==> config.mk <==
export PLATFORM = sky130hd
export DESIGN_NAME = cpu_bus_arbiter
export DESIGN_NICKNAME = d
export VERILOG_FILES = /design/src/rtl/cpu_bus_arbiter.sv
export SDC_FILE = /design/constraint.sdc
export NUM_CORES = 1
export LEC_CHECK = 0
export CAP_MARGIN = 30
export CORE_UTILIZATION = 49
export DETAILED_ROUTE_END_ITERATION = 12
export MAX_ROUTING_LAYER = met4
export PLACE_DENSITY_LB_ADDON = 0.15
export SKIP_LAST_GASP = 1
export SYNTH_ARGS = -nofsm -noshare
export SYNTH_HDL_FRONTEND = slang
export SYNTH_SLANG_ARGS = --single-unit
==> constraint.sdc <==
create_clock -name clock -period 4 [get_ports clock]
set_clock_uncertainty 0.05 [all_clocks]
set_input_delay 0.4 -clock clock [delete_from_list [all_inputs] [get_ports clock]]
set_output_delay 0.4 -clock clock [all_outputs]
set_load 0.05 [all_outputs]
==> src/rtl/cpu_bus_arbiter.sv <==
// Two-port (instruction fetch / data) arbiter onto a single memory bus, fair round-robin on ties.
// Optional grant timeout enabled by defining CPU_BUS_ARBITER_TIMEOUT_EN.
module cpu_bus_arbiter (
    input  logic        clock,
    input  logic        reset_n,
    input  logic        i_request,
    input  logic [31:0] i_addr,
    output logic        i_ack,
    output logic        i_error,
    output logic [31:0] i_rdata,
    input  logic        d_request,
    input  logic [31:0] d_addr,
    input  logic        d_write,
    input  logic [3:0]  d_byte_enable,
    input  logic [31:0] d_wdata,
    output logic        d_ack,
    output logic        d_error,
    output logic [31:0] d_rdata,
    output logic        m_request,
    output logic [31:0] m_addr,
    output logic        m_write,
    output logic [3:0]  m_byte_enable,
    output logic [31:0] m_wdata,
    input  logic        m_ack,
    input  logic [31:0] m_rdata,
    output logic        busy
);

    localparam int unsigned ADDR_W = 32;
    localparam int unsigned DATA_W = 32;
    localparam int unsigned BE_W   = 4;

    typedef enum logic [1:0] {IDLE, GNT_D, GNT_I} state_t;

    typedef struct packed {
        logic [ADDR_W-1:0] addr;
        logic              write;
        logic [BE_W-1:0]   be;
        logic [DATA_W-1:0] wdata;
    } txn_t;

    state_t state_q, state_d;
    logic   i_pend_q, i_pend_d, d_pend_q, d_pend_d;
    txn_t   i_txn_q, i_txn_d, d_txn_q, d_txn_d;
    txn_t   m_txn_q, m_txn_d;
    logic   last_d_q, last_d_d;
    logic   m_request_d, i_ack_d, d_ack_d, busy_d;
    logic [DATA_W-1:0] i_rdata_d, d_rdata_d;

    logic   i_new, d_new, i_want, d_want;
    txn_t   i_in, d_in, i_src, d_src;

`ifdef CPU_BUS_ARBITER_TIMEOUT_EN
    localparam int unsigned TMO_W = 8;
    logic [TMO_W-1:0] tmo_q, tmo_d;
    logic             i_error_d, d_error_d;
    logic             tmo_hit;
    assign tmo_hit = (tmo_q == {TMO_W{1'b1}});
`endif

    // A pulse is accepted only when the port has nothing pending or in flight.
    assign i_new  = i_request && !i_pend_q && (state_q != GNT_I);
    assign d_new  = d_request && !d_pend_q && (state_q != GNT_D);
    assign i_want = i_pend_q || i_new;
    assign d_want = d_pend_q || d_new;

    assign i_in  = '{addr: i_addr, write: 1'b0, be: {BE_W{1'b1}}, wdata: {DATA_W{1'b0}}};
    assign d_in  = '{addr: d_addr, write: d_write, be: d_byte_enable, wdata: d_wdata};
    assign i_src = i_pend_q ? i_txn_q : i_in;
    assign d_src = d_pend_q ? d_txn_q : d_in;

    assign m_addr        = m_txn_q.addr;
    assign m_write       = m_txn_q.write;
    assign m_byte_enable = m_txn_q.be;
    assign m_wdata       = m_txn_q.wdata;

    // State register
    always_ff @(posedge clock or negedge reset_n) begin
        if (!reset_n) state_q <= IDLE;
        else          state_q <= state_d;
    end

    // Next-state, capture, grant and completion logic
    always_comb begin
        state_d     = state_q;
        i_pend_d    = i_pend_q;
        d_pend_d    = d_pend_q;
        i_txn_d     = i_txn_q;
        d_txn_d     = d_txn_q;
        m_txn_d     = m_txn_q;
        last_d_d    = last_d_q;
        m_request_d = 1'b0;
        i_ack_d     = 1'b0;
        d_ack_d     = 1'b0;
        i_rdata_d   = i_rdata;
        d_rdata_d   = d_rdata;
`ifdef CPU_BUS_ARBITER_TIMEOUT_EN
        tmo_d       = tmo_q;
        i_error_d   = 1'b0;
        d_error_d   = 1'b0;
`endif

        if (i_new) begin
            i_pend_d = 1'b1;
            i_txn_d  = i_in;
        end
        if (d_new) begin
            d_pend_d = 1'b1;
            d_txn_d  = d_in;
        end

        case (state_q)
            IDLE: begin
                // On a tie the port that did not win last time goes first.
                if (d_want && (!i_want || !last_d_q)) begin
                    state_d     = GNT_D;
                    d_pend_d    = 1'b0;
                    m_txn_d     = d_src;
                    m_request_d = 1'b1;
                    last_d_d    = 1'b1;
`ifdef CPU_BUS_ARBITER_TIMEOUT_EN
                    tmo_d       = '0;
`endif
                end else if (i_want) begin
                    state_d     = GNT_I;
                    i_pend_d    = 1'b0;
                    m_txn_d     = i_src;
                    m_request_d = 1'b1;
                    last_d_d    = 1'b0;
`ifdef CPU_BUS_ARBITER_TIMEOUT_EN
                    tmo_d       = '0;
`endif
                end
            end
            GNT_D: begin
`ifdef CPU_BUS_ARBITER_TIMEOUT_EN
                tmo_d = tmo_q + TMO_W'(1);
`endif
                if (m_ack) begin
                    state_d   = IDLE;
                    d_ack_d   = 1'b1;
                    d_rdata_d = m_rdata;
                end
`ifdef CPU_BUS_ARBITER_TIMEOUT_EN
                else if (tmo_hit) begin
                    state_d   = IDLE;
                    d_ack_d   = 1'b1;
                    d_error_d = 1'b1;
                    d_rdata_d = '0;
                end
`endif
            end
            GNT_I: begin
`ifdef CPU_BUS_ARBITER_TIMEOUT_EN
                tmo_d = tmo_q + TMO_W'(1);
`endif
                if (m_ack) begin
                    state_d   = IDLE;
                    i_ack_d   = 1'b1;
                    i_rdata_d = m_rdata;
                end
`ifdef CPU_BUS_ARBITER_TIMEOUT_EN
                else if (tmo_hit) begin
                    state_d   = IDLE;
                    i_ack_d   = 1'b1;
                    i_error_d = 1'b1;
                    i_rdata_d = '0;
                end
`endif
            end
            default: state_d = IDLE;
        endcase

        busy_d = (state_d != IDLE) || i_pend_d || d_pend_d;
    end

    // Pending slots, bus payload and port-side outputs
    always_ff @(posedge clock or negedge reset_n) begin
        if (!reset_n) begin
            i_pend_q  <= 1'b0;
            d_pend_q  <= 1'b0;
            i_txn_q   <= '0;
            d_txn_q   <= '0;
            m_txn_q   <= '0;
            last_d_q  <= 1'b0;
            m_request <= 1'b0;
            i_ack     <= 1'b0;
            d_ack     <= 1'b0;
            i_rdata   <= '0;
            d_rdata   <= '0;
            busy      <= 1'b0;
        end else begin
            i_pend_q  <= i_pend_d;
            d_pend_q  <= d_pend_d;
            i_txn_q   <= i_txn_d;
            d_txn_q   <= d_txn_d;
            m_txn_q   <= m_txn_d;
            last_d_q  <= last_d_d;
            m_request <= m_request_d;
            i_ack     <= i_ack_d;
            d_ack     <= d_ack_d;
            i_rdata   <= i_rdata_d;
            d_rdata   <= d_rdata_d;
            busy      <= busy_d;
        end
    end

`ifdef CPU_BUS_ARBITER_TIMEOUT_EN
    always_ff @(posedge clock or negedge reset_n) begin
        if (!reset_n) begin
            tmo_q   <= '0;
            i_error <= 1'b0;
            d_error <= 1'b0;
        end else begin
            tmo_q   <= tmo_d;
            i_error <= i_error_d;
            d_error <= d_error_d;
        end
    end
`else
    assign i_error = 1'b0;
    assign d_error = 1'b0;
`endif

endmodule

==> metrics.yaml <==
run_status:
  status: "complete, but fails checks"
  violations: "negative hold slack"
timing:
  finalCritPeriodShare: 0.614
  fmaxAchievable_ghz: 0.407
  tightest_slew_ns: 1.07
  post-route-min-period_ns: 2.46
  whs_ns: -0.118
  setup_viol: 0
  slew_headroom: 0.284
  hold_violations: 50
  slew_viol_final: 0
  tns_ns: 0
  rsz0062_at_grt: "false"
power_and_ir_drop:
  swShare: 0.428
  p_int_w: 0.00795
  power_density_mw_per_mm2: 976
  p_switching_w: 0.00595
  combPwrFrac: 0.510
  pwr-share-seq: 0.318
  ir_drop_v: 0.000653
  clkPwrFrac: 0.172
  p_leak_nw: 6.06
clock_network:
  clkTransAtPathRegs_ns: 0.06
  clockRootBuffer: "clkbuf_16"
  cts_buffer_depth: 3
  insertion_delay_ns: 0.53
  cts_sinks: 244
  cts_tree: "yes"
  numCtsBuffers: 27
  cts_resized: 0
  cts_hold_buf: 0
  postCtsSetupBuffers: 0
  cts_max_level: 1
layout:
  final_nets: 1156
  final_cell_mix: "273 x clkdlybuf4s50_1, 242 x dfrtp_1, 136 x mux2_2, 100 x mux2i_1, 44 x nand2_1"
  antenna_cells: 0
  layout_commonest_cell: "clkdlybuf4s50_1"
  register_area_mm2: 0.00611
  num-fill-cells: 1610
  multi_input_comb_area_mm2: 0.00403
  syn2layout_area_growth_pct: 36.1
  post_route_cells_drive_above_1_share: 0.212
  instances_no_fill: 1309
job:
  drv_cap: 0
die:
  dieArea_mm2: 0.0219
  die_h_um: 148
  core-area_mm2: 0.0210
  die_w_um: 148
  start_util: 0.499
  rows: 53
  ios: 277
critical_path:
  arrival_ns: 2.75
  r2r_start: "d_pend_q"
  critPathCaptureType: "flop"
  critical_path.max_fanout: 41
  path_class: "flop to flop"
  crit_path_start_kind: "flop"
  cp.required_ns: 4.29
  crit_start: "d_pend_q"
route:
  num_vias: 6953
  dr.first_iter.drc_count: 229
  ant_nets: 0
  viasPerCell: 5.31
  drt_pass1_iterations: 4
  drc_errors: 0
  routed_wl_mm: 24.3
  post_drt_wl_per_cell_um: 18.6
global_routing:
  grt_max_degree: 132
  grt_pass1_vias: 7178
  grt_overflow: 0
  antenna_found_initial: 0
  track_usage: 0.231
  grt_pass1_wl_mm: 38.4
yosys:
  syn_area_mm2: 0.0105
  syn_area_per_cell_um2: 13.9
  syn_inst: 750
  ys_seq_elements: 244
  ys_seq_area_frac: 0.584
  yosysWarnings: 0
  synth_cell_types: 36
placed_design:
  io_buffers: 274
  dpl.hpwl_mm: 15.8
  place_congestion: 0.756
  dp.cells: 1260
hold_path:
  hold_path_class: "input pin to asynchronous set/reset pin"
[Yosys cell counts]
library cell	instances	area share
clkbuf_1	5	0.0018
a21oi_1	4	0.0019
nand2_1	44	0.016
buf_6	7	0.0075
buf_1	6	0.0022
o21bai_1	2	0.0014
nand3_1	1	0.00048
o2111ai_1	1	0.00084
nor2b_4	2	0.0026
a31o_2	2	0.0017
o41ai_4	1	0.0026
a22oi_1	1	0.00072
o21ai_0	35	0.017
buf_4	8	0.0057
mux2_1	29	0.031
maj3_1	1	0.00096
dfrtp_1	244	0.58
a221oi_2	16	0.023
o211ai_1	5	0.0036
or2_1	2	0.0012
o21ai_1	1	0.00048
buf_2	26	0.012
mux2i_1	100	0.096
mux2_2	136	0.15
and3_1	2	0.0012
and2_1	1	0.00060
or2_2	2	0.0012
conb_1	1	0.00036
nor2_1	34	0.012
inv_2	2	0.00072
inv_1	4	0.0014
or3_1	1	0.00060
nor2b_1	3	0.0018
ha_1	4	0.0048
a221oi_1	16	0.013
nor3b_1	1	0.00072
[final cells by class]
type,instances,area share
Clock inverter,6,0.00457
Timing Repair Buffer,286,0.201
Multi-Input combinational cell,449,0.283
Inverter,6,0.00158
Sequential cell,244,0.429
Clock buffer,43,0.0559
Tap cell,275,0.0242
[flip-flops by register name (all words and copies together), names as in the netlist]
name           count
d_rdata           32
d_txn_q           69
m_byte_enable      4
i_txn_q           33
i_ack              1
i_pend_q           1
i_rdata           32
m_request          1
last_d_q           1
busy               1
d_ack              1
state_q            2
m_write            1
m_wdata           32
m_addr            32
d_pend_q           1
[through the flow]
step	setup slack [ns]	power, W	utilization	hold slack (ns)	instance area (µm²)
6_report	1.54	0.0139	0.679	-0.118	14200
3_3_place_gp	1.53	0.0115	0.638	0.410	13400
3_5_place_dp	1.48	0.0116	0.638	0.411	13400
2_1_floorplan	2.07	0.00943	-	0.0544	10500
5_1_grt	1.43	0.0146	0.679	0.0137	14200
4_1_cts	1.53	0.0140	0.679	0.00225	14200
[metal layers]
metal,vias up,part of all wire,track usage
li1,3208,-,-
met1,3484,0.44,0.305
met2,225,0.46,0.347
met3,36,0.081,0.0712
met4,0,0.025,0.0624
met5,-,0,-
[cells by family (layout without fill, tap and decap cells)]
| logic type | Yosys count | count (layout) | synth area share |
|---|---|---|---|
| fa+ha+maj | 5 | 5 | 0.00574 |
| simple gates | 93 | 93 | 0.0384 |
| mux | 265 | 265 | 0.273 |
| buf+inv | 58 | 341 | 0.0318 |
| other cells | 1 | 2 | 0.000359 |
| flops | 244 | 244 | 0.584 |
| compound gates | 84 | 84 | 0.0664 |
[worst max-delay path, cell delays in order (launching register included)]
cell,delay [ns]
dfrtp_4,0.93
or2_1,0.25
and3_2,0.76
a221oi_1,0.24
[final timing paths]
path / end / slack (ns) / depth (start not counted)
min reg2reg: i_txn_q[32] / 0.42 / 1
min: m_addr[16] / -0.12 / 1
max: m_addr[28] / 1.54 / 3
min in group clock: i_txn_q[32] / 0.42 / 1
max reg2reg: m_addr[28] / 1.54 / 3
max in group asynchronous: m_wdata[31] / 2.99 / 2
[power by group through the flow]
| stage | Combinational (W) | Clock [W] | Sequential, W |
|---|---|---|---|
| after floorplan | 0.00292 | 0 | 0.00651 |
| after global placement | 0.00705 | 0 | 0.00440 |
| after detailed placement | 0.00713 | 0 | 0.00446 |
| after CTS | 0.00716 | 0.00244 | 0.00443 |
| after global routing | 0.00750 | 0.00253 | 0.00458 |
| final | 0.00709 | 0.00238 | 0.00442 |
Note: power is estimated with default switching activity, not from simulation.
